**config.mk**
```make
export PLATFORM = sky130hd
export DESIGN_NAME = l3fwd_meas_ctrl
export DESIGN_NICKNAME = d
export VERILOG_FILES = /design/src/rtl/l3fwd_meas_ctrl.sv
export SDC_FILE = /design/constraint.sdc
export NUM_CORES = 1
export LEC_CHECK = 0
export CORE_MARGIN = 2
export CORE_UTILIZATION = 30
export CTS_CLUSTER_SIZE = 16
export DETAILED_ROUTE_END_ITERATION = 8
export SLEW_MARGIN = 25
export SYNTH_ARGS = -nofsm -noshare
export SYNTH_HDL_FRONTEND = slang
export SYNTH_SLANG_ARGS = --single-unit
```
**constraint.sdc**
```tcl
create_clock -name user_clk -period 8.15 [get_ports user_clk]
set_input_delay 2.0375 -clock user_clk [delete_from_list [all_inputs] [get_ports user_clk]]
set_output_delay 2.0375 -clock user_clk [all_outputs]
set_load 0.01 [all_outputs]
```
**src/rtl/l3fwd_meas_ctrl.sv**
```systemverilog
// Measurement sequencer for the L3 forwarding latency counter: paces counter windows,
// strobes per-window reads and folds the window results into host-readable aggregates.
module l3fwd_meas_ctrl #(
    parameter int C_CNTR_WIDTH = 64,
    parameter int C_NWIN_WIDTH = 16
) (
    input  logic                    user_clk,
    input  logic                    user_resetn,
    input  logic                    cfg_start,
    input  logic                    cfg_abort,
    input  logic [C_CNTR_WIDTH-1:0] cfg_window,
    input  logic [C_NWIN_WIDTH-1:0] cfg_num_win,
    input  logic                    cfg_en,
    input  logic                    cfg_mode,
    output logic [C_CNTR_WIDTH-1:0] l3fwd_max,
    output logic                    l3fwd_en,
    output logic                    l3fwd_mode,
    output logic                    l3fwd_rst,
    output logic                    l3fwd_read,
    input  logic [C_CNTR_WIDTH-1:0] win_max_i,
    input  logic [C_CNTR_WIDTH-1:0] win_min_i,
    input  logic [C_CNTR_WIDTH-1:0] win_sum_i,
    input  logic [C_CNTR_WIDTH-1:0] win_pkts_i,
    output logic                    busy,
    output logic                    done,
    output logic                    aborted,
    output logic [C_NWIN_WIDTH-1:0] win_cnt,
    output logic [C_CNTR_WIDTH-1:0] agg_max,
    output logic [C_CNTR_WIDTH-1:0] agg_min,
    output logic [C_CNTR_WIDTH-1:0] agg_sum,
    output logic [C_CNTR_WIDTH-1:0] agg_pkts,
    output logic                    agg_ovf
);

    typedef enum logic [1:0] {
        IDLE = 2'd0,
        RUN  = 2'd1,
        DONE = 2'd2
    } state_t;

    localparam logic [C_CNTR_WIDTH-1:0] CNTR_ZERO = {C_CNTR_WIDTH{1'b0}};
    localparam logic [C_CNTR_WIDTH-1:0] CNTR_ONES = {C_CNTR_WIDTH{1'b1}};
    localparam logic [C_CNTR_WIDTH-1:0] W_MIN     = C_CNTR_WIDTH'(3);
    localparam logic [C_NWIN_WIDTH-1:0] NWIN_ZERO = {C_NWIN_WIDTH{1'b0}};
    localparam logic [C_NWIN_WIDTH-1:0] NWIN_ONE  = C_NWIN_WIDTH'(1);

    // Saturating add; the MSB of the result flags that saturation occurred.
    function automatic logic [C_CNTR_WIDTH:0] sat_add(
        input logic [C_CNTR_WIDTH-1:0] a,
        input logic [C_CNTR_WIDTH-1:0] b
    );
        logic [C_CNTR_WIDTH:0] s;
        s = {1'b0, a} + {1'b0, b};
        if (s[C_CNTR_WIDTH]) begin
            sat_add = {1'b1, CNTR_ONES};
        end else begin
            sat_add = s;
        end
    endfunction

    state_t                  state_r, state_nxt_s;
    logic [C_CNTR_WIDTH-1:0] tmr_r;
    logic [C_CNTR_WIDTH-1:0] max_r;
    logic [C_NWIN_WIDTH-1:0] num_win_r;
    logic                    en_r, mode_r, rst_r, read_r;
    logic                    busy_r, done_r, aborted_r;
    logic [C_NWIN_WIDTH-1:0] win_cnt_r;
    logic [C_CNTR_WIDTH-1:0] agg_max_r, agg_min_r, agg_sum_r, agg_pkts_r;
    logic                    agg_ovf_r;

    logic                    start_s, abort_s, trigger_s, sample_s, last_s;
    logic [C_NWIN_WIDTH-1:0] win_cnt_inc_s;
    logic [C_CNTR_WIDTH:0]   sum_add_s, pkts_add_s;

    // Next-state logic plus the per-cycle run events.
    always_comb begin
        state_nxt_s   = state_r;
        start_s       = 1'b0;
        abort_s       = 1'b0;
        trigger_s     = (state_r == RUN) && (tmr_r == max_r);
        sample_s      = (state_r == RUN) && read_r;
        win_cnt_inc_s = (&win_cnt_r) ? win_cnt_r : (win_cnt_r + NWIN_ONE);
        last_s        = sample_s && (num_win_r != NWIN_ZERO) && (win_cnt_inc_s == num_win_r);
        case (state_r)
            IDLE, DONE: begin
                if (cfg_start) begin
                    state_nxt_s = RUN;
                    start_s     = 1'b1;
                end else begin
                    state_nxt_s = state_r;
                end
            end
            RUN: begin
                if (cfg_abort) begin
                    state_nxt_s = DONE;
                    abort_s     = 1'b1;
                end else if (last_s) begin
                    state_nxt_s = DONE;
                end else begin
                    state_nxt_s = RUN;
                end
            end
            default: begin
                state_nxt_s = IDLE;
            end
        endcase
    end

    // Saturating adders for the two running sums.
    always_comb begin
        sum_add_s  = sat_add(agg_sum_r, win_sum_i);
        pkts_add_s = sat_add(agg_pkts_r, win_pkts_i);
    end

    // State register.
    always_ff @(posedge user_clk or negedge user_resetn) begin
        if (!user_resetn) begin
            state_r <= IDLE;
        end else begin
            state_r <= state_nxt_s;
        end
    end

    // Counter control, window timer and run status.
    always_ff @(posedge user_clk or negedge user_resetn) begin
        if (!user_resetn) begin
            tmr_r     <= CNTR_ZERO;
            max_r     <= CNTR_ZERO;
            num_win_r <= NWIN_ZERO;
            en_r      <= 1'b0;
            mode_r    <= 1'b0;
            rst_r     <= 1'b1;
            read_r    <= 1'b0;
            busy_r    <= 1'b0;
            done_r    <= 1'b0;
            aborted_r <= 1'b0;
        end else if (start_s) begin
            // Window length is clamped so the counter always has room to settle.
            tmr_r     <= CNTR_ZERO;
            max_r     <= (cfg_window < W_MIN) ? W_MIN : cfg_window;
            num_win_r <= cfg_num_win;
            en_r      <= cfg_en;
            mode_r    <= cfg_mode;
            rst_r     <= 1'b0;
            read_r    <= 1'b0;
            busy_r    <= 1'b1;
            done_r    <= 1'b0;
            aborted_r <= 1'b0;
        end else if (state_r == RUN) begin
            if (state_nxt_s == RUN) begin
                tmr_r  <= trigger_s ? CNTR_ZERO : (tmr_r + C_CNTR_WIDTH'(1));
                read_r <= trigger_s;
            end else begin
                tmr_r     <= CNTR_ZERO;
                read_r    <= 1'b0;
                rst_r     <= 1'b1;
                en_r      <= 1'b0;
                busy_r    <= 1'b0;
                done_r    <= 1'b1;
                aborted_r <= abort_s;
            end
        end else begin
            rst_r  <= 1'b1;
            en_r   <= 1'b0;
            read_r <= 1'b0;
        end
    end

    // Aggregation of the per-window results, one update per sample cycle.
    always_ff @(posedge user_clk or negedge user_resetn) begin
        if (!user_resetn) begin
            win_cnt_r  <= NWIN_ZERO;
            agg_max_r  <= CNTR_ZERO;
            agg_min_r  <= CNTR_ONES;
            agg_sum_r  <= CNTR_ZERO;
            agg_pkts_r <= CNTR_ZERO;
            agg_ovf_r  <= 1'b0;
        end else if (start_s) begin
            win_cnt_r  <= NWIN_ZERO;
            agg_max_r  <= CNTR_ZERO;
            agg_min_r  <= CNTR_ONES;
            agg_sum_r  <= CNTR_ZERO;
            agg_pkts_r <= CNTR_ZERO;
            agg_ovf_r  <= 1'b0;
        end else if (sample_s) begin
            win_cnt_r <= win_cnt_inc_s;
            if (win_max_i > agg_max_r) begin
                agg_max_r <= win_max_i;
            end else begin
                agg_max_r <= agg_max_r;
            end
            // Empty windows report a meaningless minimum and must not pull it down.
            if ((win_pkts_i != CNTR_ZERO) && (win_min_i < agg_min_r)) begin
                agg_min_r <= win_min_i;
            end else begin
                agg_min_r <= agg_min_r;
            end
            agg_sum_r  <= sum_add_s[C_CNTR_WIDTH-1:0];
            agg_pkts_r <= pkts_add_s[C_CNTR_WIDTH-1:0];
            agg_ovf_r  <= agg_ovf_r | sum_add_s[C_CNTR_WIDTH] | pkts_add_s[C_CNTR_WIDTH];
        end else begin
            win_cnt_r <= win_cnt_r;
        end
    end

    assign l3fwd_max  = max_r;
    assign l3fwd_en   = en_r;
    assign l3fwd_mode = mode_r;
    assign l3fwd_rst  = rst_r;
    assign l3fwd_read = read_r;
    assign busy       = busy_r;
    assign done       = done_r;
    assign aborted    = aborted_r;
    assign win_cnt    = win_cnt_r;
    assign agg_max    = agg_max_r;
    assign agg_min    = agg_min_r;
    assign agg_sum    = agg_sum_r;
    assign agg_pkts   = agg_pkts_r;
    assign agg_ovf    = agg_ovf_r;

endmodule

```
==> key figures, run 1 <==
Run status
  – Status: completed

Pwr
  – Combinational power share: 19.3%
  – Power Internal: 4.49 mW
  – Clk pwr share: 43.1%
  – P_leak: 18.5 nW
  – PwrDens: 161 nW/um^2
  – Sw frac: 30.6%
  – VDD IR max: 0.000239 V
  – Flop pwr share: 37.6%
  – NetSw: 1.98 mW

Placed design
  – Hpwl dp: 91.9 mm
  – Buffers added on ports: 685
  – RePlAce Congestion: 0.924
  – Number of placed instances, taps included: 5414

Clocking
  – CTS-repair resized insts: 0
  – Hold-fix buffers, CTS: 0
  – Worst skew pair latency: 0.67 ns
  – Buffer depth of the longest clock path: 3
  – Postcts setup bufs: 0
  – TritonCTS clock tree: built
  – Worst-path clk slew: 0.06 ns
  – CTS sink count: 426
  – H-Tree Depth: 2
  – Clock root buffer master: clkbuf_16
  – Num CTS Buffers: 56

Finish
  – NumNets Final: 4776
  – Fin util: 40.4%
  – Seq. cell area: 10700 um^2
  – Area of the multi-input gates: 18100 um^2
  – Number of fill cells: 10100
  – Post-Layout Cell Count: 5530
  – Share of cells above drive strength 1: 6.94%
  – Layout area overhead: 33.7%

Worst setup path
  – CP Data Required Time: 8.64 ns
  – Worst path bufs/invs: 1
  – Arr. time, crit path: 6.42 ns
  – Worst setup EP type: register
  – Startpoint types: input pin
  – CP delay by family, top: compound AO/OA/AOI/OAI gates
  – Worst path slowest cell: nor2_1
  – Cell Chain, Critical Path: clkdlybuf4s50_1, ha_1, fa_1, a211oi_1, o211ai_1, a41oi_1, nand2b_1, a31oi_1, o2111a_1, o31ai_2, o21ai_0, nor2_1, a21oi_1
  – WS Path Type: input pin to register
  – Critical path's largest stage delay: 0.76 ns
  – Maximum fanout along the worst path: 9

Global routing
  – Global route overflow: 0
  – Vias in the first global route: 29400
  – Gr usage total: 22.5%
  – Initial antenna violation count: 12
  – Wire length of the first global-routing pass: 181 mm
  – Pin count of the biggest net entering global routing: 168

Die
  – Chip Width: 321 um
  – Die area: 103000 um^2
  – Vert. Die Dim: 321 um
  – Initial core utilization: 30.2%
  – CORE AREA: 99900 um^2
  – IO Pins: 686
  – # rows: 116

Route
  – Routed WL: 120 mm
  – Via count: 29900
  – Vias per inst: 5.40
  – 1st-pass router iterations: 7
  – Post-route ant nets: 0
  – Wire per inst: 21.7 um
  – Starting DRT DRC Count: 2289
  – Residual DRC count: 0

Logic synthesis
  – Number of enable flip-flop cells after synthesis: 0
  – Post-synth top cells: 468 x nand2_1, 361 x dfrtp_1, 351 x a21oi_1
  – Largest cells by area after synthesis: dfrtp_1 30%, ha_1 11%, a21oi_1 5.8%
  – Cell area after synthesis: 30200 um^2
  – Synth Register Bits: 426
  – Largest area contributor in the netlist: dfrtp_1
  – FFs w/ async S/R, synth: 100%
  – Netlist cell types: 86
  – Synthesized area per cell: 8.39 um^2
  – Top-count cell post-synth: nand2_1
  – Syn nets: 4195
  – Post-synth top flop: dfrtp_1
  – Post-Syn Instances: 3594
  – Sequential share of the synthesized area: 35.6%
  – Synth top area share: 30.0%
  – Synth Warn #: 0

Timing
  – Final Critical Period: 5.93 ns
  – Setup TNS: 0 ns
  – RSZ-0062 raised after global routing: false
  – Final setup fails: 0
  – Skew final: 0.0279 ns
  – FMAX: 169 MHz
  – Final Max Tran Viols: 0
  – Tightest Pin Transition: 1.02 ns
  – Final Cycle Share: 72.8%
  – Min Hold Slack: 0.483 ns
  – Rel. slew slack: 31.5%
  – Hold Vio Cnt, Final: 0

Job
  – Max-Cap Viols: 0

Worst hold path
  – Worst min path class: register to register
## cell usage in the layout (no fill, tap or decap), drive strengths merged, types with 65 or more instances in the layout
cell,Yosys,layout
a21o,136,136
a21oi,351,351
a31oi,161,161
clkbuf,156,76
clkdlybuf4s50,0,684
dfrtp,361,361
dfstp,65,65
ha,257,257
inv,180,182
nand2,469,469
nand3,143,143
nand4,92,92
nor2,270,270
nor4,66,66
o21ai,165,165
xnor2,93,93
xor2,85,85
## stage by stage
step / area, um^2 / worst slack (ns) / power, mW
final: 40300 / 2.22 / 6.48
after global routing: 40300 / 1.92 / 6.76
after CTS: 40300 / 2.33 / 6.55
after detailed placement: 38200 / 1.64 / 3.71
after global placement: 38200 / 1.72 / 3.71
after floorplan: 30200 / 2.80 / 2.97
## cells by family after synthesis
| group | after synthesis | share of synthesized area, % |
|---|---|---|
| AND/OR/NAND/NOR | 1252 | 19.6 |
| AO/OA/AOI/OAI | 1040 | 21.5 |
| flip-flops | 426 | 35.6 |
| buffers and inverters | 367 | 4.71 |
| adder cells (fa/ha/maj) | 259 | 10.8 |
| XOR/XNOR | 178 | 5.17 |
| multiplexers | 72 | 2.65 |
## final cells by class
cell class | count | share of cell area [%]
antenna | 9 | 0.0559
clock buffer | 76 | 4.09
clock inverter | 30 | 1.05
inverter | 180 | 1.68
multi-input combinational | 2801 | 44.8
sequential | 426 | 26.6
tap | 1298 | 4.03
timing repair buffer | 710 | 17.7
## routing by layer
metal	up-vias	routed length, um	share of wire, %	GRT usage (%)
met5	-	13	0.011	0
met4	2	3730	3.1	7.55
met3	154	8230	6.9	4.57
met2	979	56400	47	37.2
met1	14500	51800	43	29.2
li1	14200	-	-	-
## power by group through the flow
stage	logic (mW)	registers, mW	clock network [mW]
global placement	1.25	2.46	0
floorplan	0.560	2.41	0
detailed placement	1.25	2.47	0
finish	1.25	2.44	2.79
CTS	1.25	2.43	2.87
global route	1.37	2.45	2.94
## path summary, 6_finish.rpt
path                                   startpoint                       to  slack, ns  cells after the start
hold reg to reg                  done$_DFFE_PN0P_         done$_DFFE_PN0P_       0.48                      1
hold / removal                   done$_DFFE_PN0P_         done$_DFFE_PN0P_       0.48                      1
max in group asynchronous             user_resetn  agg_min[36]$_DFFE_PN1P_       5.38                      3
setup reg to reg           agg_sum[0]$_DFFE_PN0P_  agg_sum[58]$_DFFE_PN0P_       3.62                     12
min in group asynchronous             user_resetn  agg_max[26]$_DFFE_PN0P_       1.34                      1
setup / recovery                     win_sum_i[0]  agg_sum[58]$_DFFE_PN0P_       2.22                     13
## state kept, by name, indices dropped and copies added, names as in the netlist
name and count:
aborted 1, num_win_r 16, l3fwd_mode 1, agg_max 64, l3fwd_read 1, l3fwd_max 64, busy 1, agg_pkts 64
win_cnt 16, tmr_r 64, state_r 2, agg_min 64, l3fwd_rst 1, agg_sum 64, agg_ovf 1, l3fwd_en 1
done 1
(Power assumes the default switching activity.)
==> inputs of run 2 (changes only) <==
Clock period 8.15 ns to 5.1 ns, I/O delays scaled along.
==> run 2 against run 1 <==
Wire length is 0.47% higher. Cell area is 0.78% higher. Critical path depth is 2 higher. Sequential share of layout area is 0.21 points lower. Sequential power is 60% higher. Power is 56% higher. Critical endpoint is now agg_sum[38]$_DFFE_PN0P_. Critical path type unchanged. Final cell count is 0.85% higher. Non-clock buffer count is 50 higher. Core utilization is 0.32 points higher. Largest cell class unchanged. Die area stayed put.
==> key figures, run 2 (same netlist as run 1, synthesis figures left out) <==
Global routing
  – Global route overflow: 0 (unchanged)
  – Vias in the first global route: 29200 (was 29400)
  – Wire length of the first global-routing pass: 182 mm (was 181 mm)
  – Gr usage total: 22.7% (was 22.5%)
  – Initial antenna violation count: 13 (was 12)
  – Pin count of the biggest net entering global routing: 103 (was 168)

Finish
  – Layout area overhead: 34.7% (was 33.7%)
  – Share of cells above drive strength 1: 7.78% (was 6.94%)
  – Number of fill cells: 10100 (about the same)
  – Commonest non-fill, non-tap cell in the layout: clkdlybuf4s50_1 (unchanged)
  – Commonest non-fill, non-tap cells in the layout: 684 x clkdlybuf4s50_1, 467 x nand2_1, 361 x dfrtp_1 (unchanged)
  – Post-Layout Cell Count: 5577 (was 5530)
  – NumNets Final: 4825 (was 4776)

Placed design
  – RePlAce Congestion: 0.944 (was 0.924)
  – Number of placed instances, taps included: 5465 (was 5414)
  – Buffers added on ports: 685 (unchanged)
  – Hpwl dp: 93.6 mm (was 91.9 mm)

Die
  – Chip Width: 321 um (unchanged)
  – Die area: 103000 um^2 (unchanged)
  – Initial core utilization: 30.2% (unchanged)
  – Vert. Die Dim: 321 um (unchanged)
  – CORE AREA: 99900 um^2 (unchanged)
  – # rows: 116 (unchanged)
  – IO Pins: 686 (unchanged)

Worst setup path
  – Startpoint types: input pin (unchanged)
  – Worst path bufs/invs: 3 (was 1)
  – WS Path Type: input pin to register (unchanged)
  – Critical Path Stages: 15 (was 13)
  – CP Data Required Time: 5.66 ns (was 8.64 ns)
  – Worst setup EP type: register (unchanged)
  – Cell Chain, Critical Path: clkdlybuf4s50_1, ha_1, fa_1, a211oi_1, o211ai_1, a41oi_1, nand2b_1, a31oi_1, o2111a_1, o31ai_2, buf_4, o21ai_0, nor2_1, buf_4, a21oi_1 (was clkdlybuf4s50_1, ha_1, fa_1, a211oi_1, o211ai_1, a41oi_1, nand2b_1, a31oi_1, o2111a_1, o31ai_2, o21ai_0, nor2_1, a21oi_1)
  – Critical path's largest stage delay: 0.41 ns (was 0.76 ns)
  – Reg2reg path depth: 13 (was 12)
  – Maximum fanout along the worst path: 5 (was 9)
  – Arr. time, crit path: 5.10 ns (was 6.42 ns)
  – CP delay by family, top: compound AO/OA/AOI/OAI gates (unchanged)
  – Cell mode on critical path: buf_4
  – Worst path slowest cell: clkdlybuf4s50_1 (was nor2_1)

Timing
  – FMAX: 220 MHz
  – Skew final: 0.0608 ns (was 0.0279 ns)
  – Final Max Tran Viols: 0 (unchanged)
  – RSZ-0062 raised after global routing: false (unchanged)
  – Rel. slew slack: 31.0% (was 31.5%)
  – Final Critical Period: 4.54 ns
  – Setup TNS: 0 ns (unchanged)
  – Min Hold Slack: 0.480 ns (was 0.483 ns)
  – Final setup fails: 0 (unchanged)
  – Hold Vio Cnt, Final: 0 (unchanged)
  – Final Cycle Share: 89.1%
  – Tightest Pin Transition: 1.04 ns (was 1.02 ns)

Clocking
  – H-Tree Depth: 2 (unchanged)
  – CTS sink count: 426 (unchanged)
  – Worst-path clk slew: 0.06 ns (about the same)
  – Worst skew pair latency: 0.67 ns (about the same)
  – CTS-repair resized insts: 0 (unchanged)
  – Num CTS Buffers: 55 (was 56)
  – TritonCTS clock tree: built (unchanged)
  – Clock root buffer master: clkbuf_16 (unchanged)
  – Postcts setup bufs: 0 (unchanged)
  – Hold-fix buffers, CTS: 0 (unchanged)
  – Buffer depth of the longest clock path: 3 (unchanged)

Route
  – Vias per inst: 5.41 (was 5.40)
  – 1st-pass router iterations: 7 (unchanged)
  – Wire per inst: 21.6 um (was 21.7 um)
  – Starting DRT DRC Count: 2251 (was 2289)
  – Post-route ant nets: 0 (unchanged)
  – Via count: 30200 (was 29900)
  – Residual DRC count: 0 (unchanged)
  – Routed WL: 121 mm (was 120 mm)

Worst hold path
  – Hold Path Depth: 1 (unchanged)
  – Worst min path class: register to register (unchanged)

Pwr
  – P_leak: 18.7 nW (was 18.5 nW)
  – Pwr Total: 10.1 mW (was 6.48 mW)
  – VDD IR max: 0.000262 V (was 0.000239 V)
  – PwrDens: 248 nW/um^2 (was 161 nW/um^2)

Job
  – Max-Cap Viols: 0 (unchanged)

Run status
  – Status: completed (unchanged)
run 2: cell count changes in the layout (fill, tap and decap cells not counted), sizes merged:
| cell | change |
|---|---|
| bufinv | -4 |
| diode | +3 |
| clkinvlp | +1 |
| clkbuf | +5 |
| buf | +50 |
| clkinv | -8 |
run 2: per-layer routing:
layer / GRT usage (%) / wire length, um
met4: 7.78 / 3600
met5: 0 / 12
met1: 30.1 / 52200
met2: 36.8 / 56000
met3: 4.48 / 8930
run 2: stage by stage:
| stage | util, % | setup slack [ns] | cell area [um^2] |
|---|---|---|---|
| global route | 40.7 | 0.336 | 40600 |
| CTS | 40.7 | 0.689 | 40600 |
| detailed placement | 38.7 | -0.0470 | 38700 |
| floorplan | - | 0.513 | 30200 |
| global placement | 38.7 | -0.0266 | 38700 |
| finish | 40.7 | 0.558 | 40600 |
run 2: where the power goes:
group / switching (mW) / internal (mW)
Clock: 1.69 / 2.49
Combinational: 1.12 / 0.890
Sequential: 0.327 / 3.57
Total: 3.14 / 6.95
run 2: final cells by class:
type                       count  area, um^2  share of cell area [%]
multi-input combinational   2801       18100                    44.4
sequential                   426       10700                    26.4
timing repair buffer         760        7570                    18.6
clock buffer                  81        1640                    4.05
tap                         1298        1620                    4.00
inverter                     180         676                    1.66
clock inverter                19         285                   0.702
antenna                       12        30.0                  0.0739
run 2: path summary, 6_finish.rpt:
path,startpoint,end,slack (ns)
setup / recovery,win_sum_i[0],agg_sum[38]$_DFFE_PN0P_,0.56
hold / removal,done$_DFFE_PN0P_,done$_DFFE_PN0P_,0.48
setup reg to reg,win_cnt[0]$_DFFE_PN0P_,tmr_r[45]$_DFFE_PN0P_,1.10
hold reg to reg,done$_DFFE_PN0P_,done$_DFFE_PN0P_,0.48
max in group asynchronous,user_resetn,agg_min[13]$_DFFE_PN1P_,3.28
min in group asynchronous,user_resetn,agg_max[26]$_DFFE_PN0P_,0.59
